--- src/rtl/pe_array_mm_sched_pkg.sv ---
// Shared types for the conv4 2x2 PE-array scheduler: FSM state encoding and tile geometry.
package pe_array_mm_sched_pkg;

    typedef enum logic [2:0] {
        SCH_IDLE,
        SCH_FEED,
        SCH_WAIT,
        SCH_COLLECT,
        SCH_DONE
    } sched_state_t;

    localparam int MM_TILE_ELEMS = 4;

endpackage

--- src/rtl/mm_acc_bank.sv ---
// Four-entry psum accumulator: one entry loaded/added per cycle, result on the next edge.
// No flow control of its own; clr_i overrides any write in the same cycle.
module mm_acc_bank
    import pe_array_mm_sched_pkg::*;
#(
    parameter int W     = 8,
    parameter int ACC_W = 2*W + 1
) (
    input  logic                           clk,
    input  logic                           rstn,
    input  logic                           clr_i,
    input  logic                           en_i,
    input  logic                           load_i,
    input  logic [1:0]                     idx_i,
    input  logic [2*W-1:0]                 psum_i,
    output logic [MM_TILE_ELEMS*ACC_W-1:0] acc_o
);

    logic [ACC_W-1:0] acc_q [MM_TILE_ELEMS];
    logic [ACC_W-1:0] psum_ext;

    assign psum_ext = ACC_W'(psum_i);

    always_ff @(posedge clk or negedge rstn) begin
        if (!rstn) begin
            for (int i = 0; i < MM_TILE_ELEMS; i++) acc_q[i] <= '0;
        end else if (clr_i) begin
            for (int i = 0; i < MM_TILE_ELEMS; i++) acc_q[i] <= '0;
        end else if (en_i) begin
            acc_q[idx_i] <= load_i ? psum_ext : acc_q[idx_i] + psum_ext;
        end
    end

    // Entry 0 is c11 and lands in the MSBs of the packed result.
    always_comb begin
        acc_o = '0;
        for (int i = 0; i < MM_TILE_ELEMS; i++)
            acc_o[(MM_TILE_ELEMS-1-i)*ACC_W +: ACC_W] = acc_q[i];
    end

endmodule

--- src/rtl/pe_array_mm_sched.sv ---
// Feeds A/B 2x2 tiles into one PE array and accumulates K_TILES psum sets; ARR_LAT+5 cycles per tile.
// in_ready only in IDLE; the result is held in DONE until out_ready, i_flush aborts everything.
module pe_array_mm_sched
    import pe_array_mm_sched_pkg::*;
#(
    parameter int  W       = 8,
    parameter int  K_TILES = 2,
    parameter int  ARR_LAT = 4,
    localparam int ACC_W   = 2*W + $clog2(K_TILES),
    localparam int TW      = ($clog2(K_TILES) > 1) ? $clog2(K_TILES) : 1
) (
    input  logic                           clk,
    input  logic                           rstn,
    input  logic                           i_flush,
    input  logic                           in_valid,
    output logic                           in_ready,
    input  logic [4*W-1:0]                 in_a,
    input  logic [4*W-1:0]                 in_b,
    output logic                           out_valid,
    input  logic                           out_ready,
    output logic [MM_TILE_ELEMS*ACC_W-1:0] out_c,
    output logic                           o_busy,
    output logic [TW-1:0]                  o_tile,
    output logic                           arr_en,
    output logic [W-1:0]                   arr_r1,
    output logic [W-1:0]                   arr_r2,
    input  logic [2*W-1:0]                 arr_mat
);

    localparam int CW = $clog2(ARR_LAT + 5);

    if (ARR_LAT < 4 || K_TILES < 1) begin : g_param_chk
        $error("pe_array_mm_sched: ARR_LAT must be >= 4 and K_TILES >= 1");
    end

    sched_state_t   state_q;
    logic [CW-1:0]  cnt_q;
    logic [TW-1:0]  tile_q;
    logic [4*W-1:0] a_q, b_q;
    logic           arr_en_q, out_valid_q, live_q;
    logic [W-1:0]   r1_q, r2_q;
    logic [1:0]     beat_nxt;
    logic           acc_en;
    logic [1:0]     acc_idx;

    // live_q keeps in_ready low until the first edge after reset release.
    assign in_ready  = live_q && (state_q == SCH_IDLE);
    assign o_busy    = (state_q != SCH_IDLE);
    assign o_tile    = tile_q;
    assign out_valid = out_valid_q;
    assign arr_en    = arr_en_q;
    assign arr_r1    = r1_q;
    assign arr_r2    = r2_q;

    assign beat_nxt = cnt_q[1:0] + 2'd1;
    assign acc_en   = (state_q == SCH_COLLECT) && (cnt_q < CW'(ARR_LAT + 4));
    assign acc_idx  = cnt_q[1:0] - 2'(ARR_LAT);

    always_ff @(posedge clk or negedge rstn) begin
        if (!rstn) begin
            state_q     <= SCH_IDLE;
            cnt_q       <= '0;
            tile_q      <= '0;
            a_q         <= '0;
            b_q         <= '0;
            arr_en_q    <= 1'b0;
            r1_q        <= '0;
            r2_q        <= '0;
            out_valid_q <= 1'b0;
            live_q      <= 1'b0;
        end else begin
            live_q <= 1'b1;
            if (i_flush) begin
                state_q     <= SCH_IDLE;
                cnt_q       <= '0;
                tile_q      <= '0;
                arr_en_q    <= 1'b0;
                r1_q        <= '0;
                r2_q        <= '0;
                out_valid_q <= 1'b0;
            end else begin
                case (state_q)
                    SCH_IDLE: begin
                        if (in_valid && in_ready) begin
                            a_q      <= in_a;
                            b_q      <= in_b;
                            cnt_q    <= '0;
                            arr_en_q <= 1'b1;
                            r1_q     <= in_a[W-1:0];
                            r2_q     <= in_b[W-1:0];
                            state_q  <= SCH_FEED;
                        end
                    end
                    SCH_FEED: begin
                        cnt_q <= cnt_q + CW'(1);
                        if (cnt_q == CW'(3)) begin
                            arr_en_q <= 1'b0;
                            r1_q     <= '0;
                            r2_q     <= '0;
                            state_q  <= (ARR_LAT > 4) ? SCH_WAIT : SCH_COLLECT;
                        end else begin
                            r1_q <= a_q[beat_nxt*W +: W];
                            r2_q <= b_q[beat_nxt*W +: W];
                        end
                    end
                    SCH_WAIT: begin
                        cnt_q <= cnt_q + CW'(1);
                        if (cnt_q == CW'(ARR_LAT - 1)) state_q <= SCH_COLLECT;
                    end
                    SCH_COLLECT: begin
                        // One extra cycle after the last sample lets the final add settle.
                        if (cnt_q == CW'(ARR_LAT + 4)) begin
                            cnt_q <= '0;
                            if (int'(tile_q) < K_TILES - 1) begin
                                tile_q  <= tile_q + TW'(1);
                                state_q <= SCH_IDLE;
                            end else begin
                                tile_q      <= '0;
                                out_valid_q <= 1'b1;
                                state_q     <= SCH_DONE;
                            end
                        end else begin
                            cnt_q <= cnt_q + CW'(1);
                        end
                    end
                    SCH_DONE: begin
                        if (out_ready) begin
                            out_valid_q <= 1'b0;
                            state_q     <= SCH_IDLE;
                        end
                    end
                    default: state_q <= SCH_IDLE;
                endcase
            end
        end
    end

    mm_acc_bank #(
        .W     (W),
        .ACC_W (ACC_W)
    ) u_acc (
        .clk    (clk),
        .rstn   (rstn),
        .clr_i  (i_flush),
        .en_i   (acc_en),
        .load_i (tile_q == '0),
        .idx_i  (acc_idx),
        .psum_i (arr_mat),
        .acc_o  (out_c)
    );

endmodule
--- config.mk ---
export PLATFORM = sky130hd
export DESIGN_NAME = pe_array_mm_sched
export DESIGN_NICKNAME = d
export VERILOG_FILES = /design/src/rtl/pe_array_mm_sched_pkg.sv /design/src/rtl/mm_acc_bank.sv /design/src/rtl/pe_array_mm_sched.sv
export SDC_FILE = /design/constraint.sdc
export NUM_CORES = 1
export LEC_CHECK = 0
export ABC_AREA = 1
export CORE_ASPECT_RATIO = 1.5
export CORE_MARGIN = 4
export CORE_UTILIZATION = 36
export CTS_BUF_LIST = sky130_fd_sc_hd__clkbuf_4 sky130_fd_sc_hd__clkbuf_8
export DETAILED_ROUTE_END_ITERATION = 10
export SYNTH_ARGS = -nofsm -noshare
export SYNTH_HDL_FRONTEND = slang
export SYNTH_SLANG_ARGS = --single-unit
--- constraint.sdc ---
create_clock -name clk -period 5.37 [get_ports clk]
set_clock_uncertainty 0.2 [all_clocks]
set_input_delay 1.074 -clock clk [delete_from_list [all_inputs] [get_ports clk]]
set_output_delay 1.074 -clock clk [all_outputs]
set_load 0.005 [all_outputs]
==> results of run 1 <==
[metrics by stage]
stage	instances	util, %
after floorplan	1119	-
after global placement	1530	45.5
after detailed placement	1530	45.5
after CTS	1562	47.2
after global routing	1562	47.2
final	1562	47.2
[metal layers]
metal / routed length [um] / vias up / GRT usage, %
met1: 10300 / 3702 / 23.0
met3: 1080 / 41 / 3.23
met4: 647 / 0 / 6.59
met5: 0 / - / 0
li1: - / 3900 / -
met2: 14300 / 231 / 39.2
[worst paths after layout]
path                           from               to  slack, ns  depth (start not counted)
setup / recovery           cnt_q[0]  u_acc.acc_o[64]       1.93                         15
hold / removal              a_q[28]          a_q[28]       0.27                          2
setup reg to reg           cnt_q[0]  u_acc.acc_o[64]       1.93                         15
hold reg to reg             a_q[28]          a_q[28]       0.27                          2
max in group asynchronous      rstn  u_acc.acc_o[16]       3.40                          2
min in group asynchronous      rstn          a_q[13]       0.48                          1
[placed cells by master, fill, tap and decap left out, types with 2 or more instances in the layout]
cell	count
nand2_1	439
clkdlybuf4s50_1	172
dfrtp_1	158
o21ai_0	102
nand3_1	97
nor2_1	79
inv_1	69
o22ai_1	27
ha_1	20
clkbuf_8	19
a21oi_1	15
or2_2	12
buf_4	10
inv_2	7
nor2_2	6
nand4_1	6
xnor2_1	5
nor3_1	5
inv_6	5
o21ai_1	4
nor2_4	3
clkinv_4	3
mux2i_1	2
nor3_2	2
o211ai_1	2
a22oi_1	2
clkinvlp_4	2
[power by group]
group | switching [mW] | total (mW) | internal (mW)
sequential | 0.191 | 1.72 | 1.53
clock | 0.494 | 0.855 | 0.362
combinational | 1.29 | 2.09 | 0.808
[synth_stat cells, drive strengths merged]
cell type and n:
a21oi 16, a22oi 2, and2 1, buf 25, clkbuf 23, clkinv 1
conb 1, dfrtp 159, fa 1, ha 20, inv 76, mux2i 2
nand2 439, nand3 98, nand3b 1, nand4 6, nor2 88, nor3 7
o211ai 2, o21ai 107, o22ai 27, or2 12, xnor2 5
[cell type report]
class | count | area, um2
Clock inverter | 12 | 101
Clock buffer | 20 | 269
Multi-Input combinational cell | 835 | 3840
Inverter | 77 | 289
Tap cell | 276 | 345
Timing Repair Buffer | 183 | 1810
Sequential cell | 159 | 3980
Fill cell | 2279 | 11900
[worst max-delay path, cell delays in order (launching register included)]
cell     delay (ns)
dfrtp_2        0.41
inv_2          0.66
buf_4          0.44
o21ai_0        0.13
o22ai_1        0.18
ha_1           0.34
nand2_1        0.19
inv_1          0.06
nand2_1        0.06
nand2_1        0.04
a21oi_1        0.14
nand2_1        0.07
nand2_1        0.05
nand3_1        0.15
nand3_1        0.14
nand2_1        0.06
[logic make-up (layout without fill, tap and decap cells)]
logic type / count (synthesis) / after routing / share of synthesized area [%]
adder cells (fa/ha/maj): 21 / 21 / 3.24
buffers and inverters: 125 / 292 / 6.18
flip-flops: 159 / 159 / 47.7
AO/OA/AOI/OAI: 154 / 154 / 9.86
AND/OR/NAND/NOR: 652 / 652 / 32.2
multiplexers: 2 / 2 / 0.240
other: 1 / 1 / 0.0450
XOR/XNOR: 5 / 5 / 0.525
[flip-flops by register name, summed over array words and instances (netlist names), 3 cells and up]
signal and cells:
arr_r1 8, a_q 32, state_q 3, b_q 32, arr_r2 8, cnt_q 4
u_acc.acc_o 68
==> impl_metrics.json, run 1 <==
{
  "placed_cell_area_um2": 10300,
  "synthesis.instances": 1119,
  "antenna_cells": 0,
  "finalPower_mw": 4.67,
  "grt_pass1_vias": 7924,
  "clockRootBuffer": "clkbuf_8",
  "fmax_mhz": 290,
  "ys_seq_area_share_pct": 47.7,
  "core_area_um2": 22600,
  "grt_pass1_wl_um": 41900,
  "max_slew_margin_pct": 35.0,
  "crit_fanout": 49,
  "hold_class": "reg -> reg",
  "slew_viol_final": 0,
  "rsz0062_at_grt": "false",
  "total_leakage_power_nw": 5.30,
  "grt_max_degree": 85,
  "dr.pass1.iters": 5,
  "cts_made_buffers": 17,
  "syn2layout_area_growth_pct": 27.6,
  "nets": 1379,
  "drcViolationCount": 0,
  "synth_cell_types": 32,
  "hold_viol_final": 0,
  "num_rows": 67,
  "cts_setup_buffers": 0,
  "dieWidth_um": 132,
  "place.detailed.hpwl_um": 18300,
  "synth_nets": 1225,
  "yosys_warnings": 0,
  "dpl_worst_slack_ns": 1.79,
  "critPathRequiredTime_ns": 5.52,
  "cts_resized": 0,
  "h-tree-depth": 4,
  "cts_tree": "yes",
  "avgViaCountPerCell": 5.04,
  "endpoint_kind": "register",
  "post-route-period-util_pct": 64.1,
  "synth_top_area_share_pct": 47.7,
  "grt_usage_pct": 20.5,
  "worst_slack_ns": 1.93,
  "antenna_found_initial": 0,
  "fin_crit_ns": 3.44,
  "peakVddDrop_v": 0.000232,
  "clk_latency_ns": 0.46,
  "cts_max_path_buffers": 2,
  "clock_sinks": 159,
  "dieArea_um2": 25700,
  "clk_pin_slew_ns": 0.09,
  "wl_um": 26300,
  "die_h_um": 194,
  "drive_gt1_share_pct": 5.99,
  "initial_core_util_pct": 37.0,
  "via_count": 7874,
  "synth_area_leader_cell": "dfrtp_1",
  "syn_avg_cell_area_um2": 7.45,
  "syn_area_um2": 8340,
  "place.gp.congestion": 0.818,
  "synth-seq-cells": 159,
  "power_density_nw_per_um2": 439,
  "whs_ns": 0.270,
  "ios": 174,
  "criticalPathCategory": "reg -> reg",
  "worstMarginPinSlew_ns": 0.974,
  "setup_viol": 0,
  "overflow": 0,
  "portBuffers": 173,
  "startpoint_type": "register",
  "synth.area.top_cells": "dfrtp_1, nand2_1, o21ai_0, nand3_1, nor2_1",
  "wl_per_cell_um": 16.8,
  "design_area_um2": 10600,
  "max_cap_viol_count": 0,
  "status": "completed",
  "drtIter0Drc": 418,
  "arrival_ns": 3.59,
  "final.setup.tns_ns": 0,
  "cts_hold_buf": 0,
  "ant_nets": 0
}
Power figures use the tool's default switching activity.
==> inputs of run 2 (changes only) <==
- clock period: 5.37 -> 3.5 ns (I/O delays scaled with it)
==> impl_metrics.json, run 2 (same netlist as run 1, synthesis figures left out) <==
{
  "dr.pass1.iters": 5,
  "clockRootBuffer": "clkbuf_8",
  "dieWidth_um": 132,
  "crit_fanout": 26,
  "power_density_nw_per_um2": 674,
  "max_slew_margin_pct": 40.9,
  "final.setup.tns_ns": 0,
  "slowest_delay_ns": 0.43,
  "clock_sinks": 159,
  "initial_core_util_pct": 37.0,
  "overflow": 0,
  "antenna_found_initial": 0,
  "via_count": 7879,
  "final_common_cell": "nand2_1",
  "post-route-period-util_pct": 86.2,
  "grt_usage_pct": 20.4,
  "design_area_um2": 10800,
  "portBuffers": 173,
  "hold_viol_final": 0,
  "drive_gt1_share_pct": 6.64,
  "layout_common_cells": "nand2_1, clkdlybuf4s50_1, dfrtp_1",
  "grt_max_degree": 72,
  "ios": 174,
  "dpl_worst_slack_ns": 0.368,
  "grt_pass1_wl_um": 41700,
  "nets": 1393,
  "ant_nets": 0,
  "critPathRequiredTime_ns": 3.65,
  "startpoint_type": "register",
  "nFillCells": 2293,
  "total_leakage_power_nw": 5.38,
  "largest_reg_flops": 68,
  "arrival_ns": 3.17,
  "rsz0062_at_grt": "false",
  "hold_class": "in -> async",
  "wl_um": 26000,
  "cts_hold_buf": 0,
  "criticalPathCategory": "reg -> reg",
  "h-tree-depth": 4,
  "status": "completed",
  "cts_setup_buffers": 0,
  "antenna_cells": 0,
  "wl_per_cell_um": 16.5,
  "r2r_slack_ns": 0.48,
  "fmax_mhz": 331,
  "place.detailed.hpwl_um": 18500,
  "cts_max_path_buffers": 2,
  "cts_tree": "yes",
  "max_cap_viol_count": 0,
  "worst_slack_ns": 0.482,
  "endpoint_kind": "register",
  "placed_cell_area_um2": 10400,
  "worst_path_max_delay_cell": "dfrtp_2",
  "drtIter0Drc": 404,
  "syn2layout_area_growth_pct": 29.3,
  "whs_ns": 0.0511,
  "path_delay_family": "simple AND/OR/NAND/NOR gates",
  "fin_crit_ns": 3.02,
  "clk_pin_slew_ns": 0.08,
  "cp_cell_sequence": "inv_2 > buf_4 > o21ai_0 > o22ai_1 > ha_1 > nand2_1 > inv_1 > a21oi_1 > nor2_1 > nor2_1 > nand3_1 > nand4_1 > nand2_1",
  "dieArea_um2": 25700,
  "critPathBufInv": 3,
  "grt_pass1_vias": 7988,
  "cts_made_buffers": 17,
  "avgViaCountPerCell": 5.02,
  "worstMarginPinSlew_ns": 0.882,
  "num_rows": 67,
  "slew_viol_final": 0,
  "core_area_um2": 22600,
  "cts_resized": 0,
  "peakVddDrop_v": 0.000298,
  "setup_viol": 0,
  "clk_latency_ns": 0.46,
  "drcViolationCount": 0,
  "finalPower_mw": 7.27,
  "place.gp.congestion": 0.909,
  "die_h_um": 194
}
[run 2: routing by layer]
layer  vias up  part of all wire [%]  global-route usage, %
met2       223                    54                   38.0
met1      3681                    39                   22.8
li1       3932                     -                      -
met5         -                     0                      0
met3        43                   4.1                   3.65
met4         0                   3.0                   8.36
[run 2: where the power goes]
group	internal, mW	switching (mW)
sequential	2.35	0.279
clock	0.728	0.650
combinational	1.30	1.97
[run 2: path summary, 6_finish.rpt]
| check | start | end | cells after the start |
|---|---|---|---|
| min in group clk | b_q[24] | b_q[24] | 2 |
| setup reg to reg | cnt_q[0] | u_acc.acc_o[67] | 13 |
| hold / removal | rstn | arr_r1[4] | 1 |
| max in group asynchronous | rstn | u_acc.acc_o[49] | 2 |
| hold reg to reg | b_q[24] | b_q[24] | 2 |
| setup / recovery | cnt_q[0] | u_acc.acc_o[67] | 13 |
[run 2: cell type report]
cell class                      count  area, um2  area share, %
Tap cell                          276        345           3.20
Clock buffer                       20        269           2.50
Timing Repair Buffer              197       1940           18.0
Inverter                           77        289           2.68
Sequential cell                   159       3980           36.9
Multi-Input combinational cell    835       3840           35.6
Clock inverter                      7        115           1.07
[run 2: metrics by stage]
stage	utilization, %	std cells
after floorplan	-	1119
after global placement	46.1	1544
after detailed placement	46.1	1544
after CTS	47.8	1571
after global routing	47.8	1571
final	47.8	1571
[run 2: worst register-to-register path, stage by stage (launching register included)]
cell	delay, ns
dfrtp_2	0.43
inv_2	0.38
buf_4	0.30
o21ai_0	0.10
o22ai_1	0.15
ha_1	0.31
nand2_1	0.19
inv_1	0.06
a21oi_1	0.22
nor2_1	0.06
nor2_1	0.16
nand3_1	0.17
nand4_1	0.12
nand2_1	0.06
==> inputs of run 3 (changes only) <==
- CAP_MARGIN: unset -> 30
==> results of run 3 <==
Same layout as run 2: the final DEF is identical, and so are final timing and power.
